<file path="config.mk">
export PLATFORM = sky130hd
export DESIGN_NAME = trisc_mem_arbiter_flat
export DESIGN_NICKNAME = d
export VERILOG_FILES = /design/src/rtl/trisc_mem_arbiter_if.sv /design/src/rtl/trisc_mem_arbiter.sv /design/src/flat_wrapper.sv
export SDC_FILE = /design/constraint.sdc
export NUM_CORES = 1
export LEC_CHECK = 0
export ABC_AREA = 1
export CAP_MARGIN = 25
export CORE_ASPECT_RATIO = 1.4
export CORE_MARGIN = 2
export CORE_UTILIZATION = 43
export CTS_CLUSTER_SIZE = 24
export DETAILED_ROUTE_END_ITERATION = 7
export GPL_TIMING_DRIVEN = 0
export PLACE_DENSITY = 0.8
export SKIP_LAST_GASP = 1
export SLEW_MARGIN = 20
export SYNTH_ARGS = -nofsm -noshare
export SYNTH_HDL_FRONTEND = slang
export SYNTH_SLANG_ARGS = --single-unit
</file>
<file path="constraint.sdc">
create_clock -name CLK -period 1.5 [get_ports CLK]
set_input_delay 0.3 -clock CLK [delete_from_list [all_inputs] [get_ports CLK]]
set_output_delay 0.3 -clock CLK [all_outputs]
set_load 0.01 [all_outputs]
</file>
<file path="src/rtl/trisc_mem_arbiter_if.sv">
// Bus bundle linking the TRISC memory arbiter to its CPU and DMA requesters
// and to the shared memory. The slave side is the arbiter.
interface trisc_mem_arbiter_if #(
    parameter int AW = 8,
    parameter int DW = 8
);
    logic          cpu_req;
    logic          cpu_we;
    logic [AW-1:0] cpu_addr;
    logic [DW-1:0] cpu_wdata;
    logic          cpu_ack;
    logic [DW-1:0] cpu_rdata;

    logic          dma_req;
    logic          dma_we;
    logic [AW-1:0] dma_addr;
    logic [DW-1:0] dma_wdata;
    logic          dma_lock;
    logic          dma_ack;
    logic [DW-1:0] dma_rdata;

    logic [AW-1:0] mem_addr;
    logic [DW-1:0] mem_wdata;
    logic          mem_we;
    logic          mem_oe;
    logic [DW-1:0] mem_rdata;

    logic          busy;
    logic          owner;

    modport slave (
        input  cpu_req, cpu_we, cpu_addr, cpu_wdata,
        input  dma_req, dma_we, dma_addr, dma_wdata, dma_lock,
        input  mem_rdata,
        output cpu_ack, cpu_rdata, dma_ack, dma_rdata,
        output mem_addr, mem_wdata, mem_we, mem_oe, busy, owner
    );

    modport master (
        output cpu_req, cpu_we, cpu_addr, cpu_wdata,
        output dma_req, dma_we, dma_addr, dma_wdata, dma_lock,
        output mem_rdata,
        input  cpu_ack, cpu_rdata, dma_ack, dma_rdata,
        input  mem_addr, mem_wdata, mem_we, mem_oe, busy, owner
    );
endinterface

</file>
<file path="src/rtl/trisc_mem_arbiter.sv">
// Two-way arbiter for the single TRISC memory: CPU sequencer vs DMA/loader.
// One access at a time, WAIT strobe cycles, then a one-cycle ack; falling-edge clocked.
module trisc_mem_arbiter #(
    parameter int AW       = 8,
    parameter int DW       = 8,
    parameter int WAIT     = 2,
    parameter int LOCK_MAX = 4
) (
    input  logic               CLK,
    input  logic               CLR,
    trisc_mem_arbiter_if.slave bus
);
    localparam int            CW       = (WAIT > 1) ? $clog2(WAIT) : 1;
    localparam int            LW       = $clog2(LOCK_MAX + 1);
    localparam logic [CW-1:0] CNT_LOAD = CW'(WAIT - 1);
    localparam logic [LW-1:0] LOCK_TOP = LW'(LOCK_MAX);

    typedef enum logic [1:0] {IDLE, ACCESS, ACK} state_t;

    state_t        state, next_state;
    logic [CW-1:0] wait_cnt;
    logic [LW-1:0] lock_cnt;
    logic          we_q, owner_q, last_owner, prev_lock;
    logic [AW-1:0] addr_q;
    logic [DW-1:0] wdata_q, cpu_rdata_q, dma_rdata_q;
    logic          grant, grant_dma, lock_hit;
    logic          cpu_ack, dma_ack, mem_we, mem_oe, busy;

    // Winner selection; only consumed while IDLE. A locked DMA burst beats the tie rule.
    always_comb begin
        lock_hit = last_owner && prev_lock && bus.dma_req && bus.dma_lock && (lock_cnt < LOCK_TOP);
        grant    = bus.cpu_req || bus.dma_req;
        if (lock_hit)
            grant_dma = 1'b1;
        else if (bus.cpu_req && bus.dma_req)
            grant_dma = ~last_owner;
        else
            grant_dma = bus.dma_req;
    end

    // NOTE: sequential state uses non-blocking assignments so every register samples pre-edge values.
    always_ff @(negedge CLK or negedge CLR) begin
        if (!CLR) state <= IDLE;
        else      state <= next_state;
    end

    always_comb begin
        next_state = state;
        case (state)
            IDLE:    if (grant) next_state = ACCESS;
            ACCESS:  if (wait_cnt == '0) next_state = ACK;
            ACK:     next_state = IDLE;
            default: next_state = IDLE;
        endcase
    end

    // NOTE: every output gets a default first, so no path through the case can infer a latch.
    always_comb begin
        cpu_ack = 1'b0;
        dma_ack = 1'b0;
        mem_we  = 1'b0;
        mem_oe  = 1'b0;
        busy    = 1'b0;
        case (state)
            ACCESS: begin
                busy   = 1'b1;
                mem_we = we_q;
                mem_oe = ~we_q;
            end
            ACK: begin
                busy    = 1'b1;
                cpu_ack = ~owner_q;
                dma_ack = owner_q;
            end
            default: ;
        endcase
    end

    always_ff @(negedge CLK or negedge CLR) begin
        if (!CLR) begin
            wait_cnt    <= '0;
            lock_cnt    <= '0;
            we_q        <= 1'b0;
            owner_q     <= 1'b0;
            last_owner  <= 1'b1;
            prev_lock   <= 1'b0;
            addr_q      <= '0;
            wdata_q     <= '0;
            cpu_rdata_q <= '0;
            dma_rdata_q <= '0;
        end else begin
            case (state)
                IDLE: if (grant) begin
                    wait_cnt   <= CNT_LOAD;
                    owner_q    <= grant_dma;
                    last_owner <= grant_dma;
                    if (grant_dma) begin
                        addr_q    <= bus.dma_addr;
                        wdata_q   <= bus.dma_wdata;
                        we_q      <= bus.dma_we;
                        prev_lock <= bus.dma_lock;
                        // Unlocked DMA grants restart the burst; a plain grant with lock set keeps the count.
                        if (lock_hit)
                            lock_cnt <= lock_cnt + LW'(1);
                        else if (!bus.dma_lock)
                            lock_cnt <= '0;
                    end else begin
                        addr_q   <= bus.cpu_addr;
                        wdata_q  <= bus.cpu_wdata;
                        we_q     <= bus.cpu_we;
                        lock_cnt <= '0;
                    end
                end
                ACCESS: begin
                    if (wait_cnt != '0)
                        wait_cnt <= wait_cnt - CW'(1);
                    else if (!we_q) begin
                        if (owner_q) dma_rdata_q <= bus.mem_rdata;
                        else         cpu_rdata_q <= bus.mem_rdata;
                    end
                end
                default: ;
            endcase
        end
    end

    assign bus.cpu_ack   = cpu_ack;
    assign bus.dma_ack   = dma_ack;
    assign bus.cpu_rdata = cpu_rdata_q;
    assign bus.dma_rdata = dma_rdata_q;
    assign bus.mem_addr  = addr_q;
    assign bus.mem_wdata = wdata_q;
    assign bus.mem_we    = mem_we;
    assign bus.mem_oe    = mem_oe;
    assign bus.busy      = busy;
    assign bus.owner     = owner_q;
endmodule

</file>
<file path="src/flat_wrapper.sv">
// flat-port wrapper written by rule: the top's interface ports become plain ports
module trisc_mem_arbiter_flat 
#(
    parameter int AW       = 8,
    parameter int DW       = 8,
    parameter int WAIT     = 2,
    parameter int LOCK_MAX = 4
)
  (CLK, CLR, bus_cpu_req, bus_cpu_we, bus_cpu_addr, bus_cpu_wdata, bus_dma_req, bus_dma_we, bus_dma_addr, bus_dma_wdata, bus_dma_lock, bus_mem_rdata, bus_cpu_ack, bus_cpu_rdata, bus_dma_ack, bus_dma_rdata, bus_mem_addr, bus_mem_wdata, bus_mem_we, bus_mem_oe, bus_busy, bus_owner);
  trisc_mem_arbiter_if #(.AW(AW), .DW(DW)) bus_i ();
  input  logic CLK;
  input  logic CLR;
  input wire logic [$bits(bus_i.cpu_req)-1:0] bus_cpu_req;
  input wire logic [$bits(bus_i.cpu_we)-1:0] bus_cpu_we;
  input wire logic [$bits(bus_i.cpu_addr)-1:0] bus_cpu_addr;
  input wire logic [$bits(bus_i.cpu_wdata)-1:0] bus_cpu_wdata;
  input wire logic [$bits(bus_i.dma_req)-1:0] bus_dma_req;
  input wire logic [$bits(bus_i.dma_we)-1:0] bus_dma_we;
  input wire logic [$bits(bus_i.dma_addr)-1:0] bus_dma_addr;
  input wire logic [$bits(bus_i.dma_wdata)-1:0] bus_dma_wdata;
  input wire logic [$bits(bus_i.dma_lock)-1:0] bus_dma_lock;
  input wire logic [$bits(bus_i.mem_rdata)-1:0] bus_mem_rdata;
  output wire logic [$bits(bus_i.cpu_ack)-1:0] bus_cpu_ack;
  output wire logic [$bits(bus_i.cpu_rdata)-1:0] bus_cpu_rdata;
  output wire logic [$bits(bus_i.dma_ack)-1:0] bus_dma_ack;
  output wire logic [$bits(bus_i.dma_rdata)-1:0] bus_dma_rdata;
  output wire logic [$bits(bus_i.mem_addr)-1:0] bus_mem_addr;
  output wire logic [$bits(bus_i.mem_wdata)-1:0] bus_mem_wdata;
  output wire logic [$bits(bus_i.mem_we)-1:0] bus_mem_we;
  output wire logic [$bits(bus_i.mem_oe)-1:0] bus_mem_oe;
  output wire logic [$bits(bus_i.busy)-1:0] bus_busy;
  output wire logic [$bits(bus_i.owner)-1:0] bus_owner;
  assign bus_i.cpu_req = bus_cpu_req;
  assign bus_i.cpu_we = bus_cpu_we;
  assign bus_i.cpu_addr = bus_cpu_addr;
  assign bus_i.cpu_wdata = bus_cpu_wdata;
  assign bus_i.dma_req = bus_dma_req;
  assign bus_i.dma_we = bus_dma_we;
  assign bus_i.dma_addr = bus_dma_addr;
  assign bus_i.dma_wdata = bus_dma_wdata;
  assign bus_i.dma_lock = bus_dma_lock;
  assign bus_i.mem_rdata = bus_mem_rdata;
  assign bus_cpu_ack = bus_i.cpu_ack;
  assign bus_cpu_rdata = bus_i.cpu_rdata;
  assign bus_dma_ack = bus_i.dma_ack;
  assign bus_dma_rdata = bus_i.dma_rdata;
  assign bus_mem_addr = bus_i.mem_addr;
  assign bus_mem_wdata = bus_i.mem_wdata;
  assign bus_mem_we = bus_i.mem_we;
  assign bus_mem_oe = bus_i.mem_oe;
  assign bus_busy = bus_i.busy;
  assign bus_owner = bus_i.owner;
  trisc_mem_arbiter #(.AW(AW), .DW(DW), .WAIT(WAIT), .LOCK_MAX(LOCK_MAX)) u_core (.CLK(CLK), .CLR(CLR), .bus(bus_i));
endmodule
</file>
==> metrics.md <==
| Metric | Value |
|---|---|
| CP arrival | 2060 ps |
| Final hold viol count | 0 |
| Max Slew Vio Count | 0 |
| CP max stage delay | 360 ps |
| Seq/Total Area, Yosys | 0.5015 |
| YS warnings | 0 |
| Post-DP HPWL | 3.769 mm |
| Synth Area in Adders | 0.02385 |
| Antenna diode count | 0 |
| Leading post-synthesis cells by cell area | dfrtn_1 49%, nand2_1 15%, inv_1 11% |
| Core area | 4767 sq um |
| Clk pin slew, worst setup/hold paths | 60 ps |
| Share of power burned in registers | 0.280 |
| CTS Buf Count | 5 |
| Initial Utilization | 0.4402 |
| Initial antenna violation count | 0 |
| Peak VDD IR | 1.187 mV |
| Worst slack at placement | -1263 ps |
| Mapped cell area | 2098 sq um |
| CP Launch Type | register |
| Gr ovfl total | 0 |
| H-tree depth | 2 |
| Port Buffer Count | 84 |
| Status | finished, violations left |
| Main synth FF type | dfrtn_1 |
| Clk_lat worst skew | 420 ps |
| Root Buffer | clkbuf_8 |
| CTS tree | done |
| Clk pwr share | 0.113 |
| GR Util All Layers | 0.2771 |
| Synth unique cells | 19 |
| RSZ-0062 raised after global routing | yes |
| Comb pwr share | 0.607 |
| Post-synth ARST share | 1.000 |
| Switching power share of the total | 0.4294 |
| Worst Tran Pin Value | 634.9 ps |
| Number of global-route vias before repair | 2,408 |
| Die Y-Extent | 86.66 um |
| Worst setup margin | -858.7 ps |
| Syn-to-layout area delta | 93.32% |
| Setup-failing EPs final | 77 |
| Drt first pass iters | 4 |
| Relative slew slack | 0.5767 |
| # clock sinks | 42 |
| Layout cells sized above 1 | 0.4965 |
| Remaining antenna violation count after routing | 0 |
| Die footprint | 5463 sq um |
| Synth top cells by count | 84 x nand2_1, 59 x inv_1, 41 x dfrtn_1, 37 x nand3_1, 17 x o21ai_0 |
| Detailed-route wire length per cell | 17.31 um |
| Worst hold path class | reg2reg |
| Syn_area_per_cell | 7.743 sq um |
| Violations in the final reports | negative setup slack |
| Final nets | 475 |
| Max Cap Viol | 0 |
| Hold_buf cts | 0 |
| Top cell type's share of synthesized area | 0.4890 |
| First-pass GRT wire length | 11.59 mm |
| Total wire length | 8.463 mm |
| Final core utilization | 0.8509 |
| Crit end category | output pin |
| Post-synthesis mux area share | 0 |
| Vias | 2,442 |
| 1st-iter DRT viols | 126 |
| Most frequent cell after synthesis | nand2_1 |
| Via density | 4.994 |
| IO Count | 85 |
| Placer Congestion | 0.8191 |
| Critical path buffers and inverters | 3 |
| # fillers | 256 |
| Post-synthesis compound-gate area fraction | 0.05605 |
| Die width | 63.04 um |
| Critical Path RT | 1200 ps |
| Psw | 3.274 mW |
| Post-synthesis xor/xnor area fraction | 0 |
| Mapped Cells | 271 |
| Critical Path Fanout Max | 4 |
| Largest area contributor in the netlist | dfrtn_1 |
| Post-Synth Simple-Gate Area | 0.2815 |
| Pin count of the biggest net entering global routing | 25 |
| Register bit count reported by yosys | 42 |
| Critical path, cell by cell | inv_2 -> ha_4 -> inv_4 -> nor2_4 -> buf_6 |
| Slowest stage cell, crit path | dfrtn_1 |
| EDFF count, synth | 0 |
| Clock skew | 111.1 ps |
| Main combinational cell family by area after synthesis | simple AND/OR/NAND/NOR gates |
| Internal power | 4.351 mW |
| Overall Power | 7.625 mW |
| Drc violations | 0 |
| Leakage | 2.144 nW |
| Crit path kind | reg2out |
| PwrDens | 1880 nW/um^2 |
| Top delay family on crit path | flip-flops |
| Site row count | 30 |
| Setup TNS | -23,280 ps |
| Clk buf depth | 2 |
| Syn nets | 322 |
## path summary, 6_finish.rpt
check / start / endpoint / cells past startpoint / slack [ps]
min reg2reg: u_core.bus.mem_addr[2]$_DFFE_NN0P_ / u_core.bus.mem_addr[2]$_DFFE_NN0P_ / 2 / 410
max reg2reg: u_core.last_owner$_DFFE_NN1P_ / u_core.bus.mem_addr[2]$_DFFE_NN0P_ / 9 / -150
max: u_core.state[1]$_DFFE_NN0P_ / bus_mem_oe / 5 / -860
min in group asynchronous: CLR / u_core.bus.mem_addr[3]$_DFFE_NN0P_ / 1 / 630
min: u_core.bus.mem_addr[2]$_DFFE_NN0P_ / u_core.bus.mem_addr[2]$_DFFE_NN0P_ / 2 / 410
max in group asynchronous: CLR / u_core.bus.dma_rdata[5]$_DFFE_NN0P_ / 2 / 300
## metal layers
| metal | part of all wire | routed length [um] | global-route usage | vias up |
|---|---|---|---|---|
| li1 | - | - | - | 1124 |
| met1 | 0.36 | 3038 | 0.2929 | 1194 |
| met2 | 0.56 | 4727 | 0.5309 | 95 |
| met3 | 0.038 | 318 | 0.04935 | 29 |
| met4 | 0.045 | 378 | 0.1212 | 0 |
| met5 | 0 | 0 | 0 | - |
## placed cells by master (no fill, tap or decap), types with 5 or more instances in the layout
cell             instances
nand3_2                 34
clkdlybuf4s50_1         42
o21ai_0                 12
dfrtn_1                 41
inv_2                    5
nand3_4                  5
nand2_2                 22
buf_4                   45
clkbuf_8                 5
nand2_1                 56
buf_2                   31
inv_1                   53
nand2_4                  5
buf_6                   26
o21ai_1                  7
## worst register-to-register path: cells and delay by family, from the launching register on
| family | cells | cell delay, ps |
|---|---|---|
| flops | 1 | 560 |
| simple gates | 6 | 540 |
| buf+inv | 3 | 290 |
## power by group through the flow
stage	clock network (mW)	logic (mW)	registers, mW
3_3_place_gp	0.00834	2.94	2.06
6_report	0.861	4.63	2.14
2_1_floorplan	0.00834	1.31	2.27
4_1_cts	0.807	3.50	2.05
5_1_grt	0.889	4.90	2.18
3_5_place_dp	0.00834	3.01	2.07
## kinds of logic after synthesis
| family | Yosys count |
|---|---|
| and+or+nand+nor | 133 |
| adders and majority gates | 4 |
| DFF | 42 |
| buffers and inverters | 69 |
| AOI/OAI and AO/OA | 23 |
## metrics by stage
step                hold slack [ps]  cell area (sq um)  std cells
CTS                           415.0               3672        461
finish                        411.9               4056        489
floorplan                     406.4               2187        271
detailed placement            425.9               3131        420
global route                  453.9               4056        489
global placement              422.5               3108        419
## state kept, by name, summed over array words and instances (netlist names)
signal                flops
u_core.bus.mem_wdata      8
u_core.we_q               1
u_core.state              2
u_core.bus.mem_addr       8
u_core.bus.owner          1
u_core.bus.cpu_rdata      8
u_core.prev_lock          1
u_core.wait_cnt           1
u_core.lock_cnt           3
u_core.last_owner         1
u_core.bus.dma_rdata      8
## final cells by class
class / instances / area, sq um / share of cell area
Clock inverter: 4 / 28.78 / 0.007094
Timing Repair Buffer: 147 / 1319 / 0.3251
Tap cell: 64 / 80.08 / 0.01974
Multi-Input combinational cell: 160 / 1190 / 0.2933
Clock buffer: 5 / 68.82 / 0.01696
Buffer: 7 / 82.58 / 0.02036
Sequential cell: 42 / 1052 / 0.2594
Inverter: 60 / 235.2 / 0.05799
## timing repair
action                     CTS  global route
setup endpoints to repair   65            70
buffers inserted            29            29
pin swaps                   38            21
resized for setup          251            49
cloned                       4             2
(Power assumes the default switching activity.)
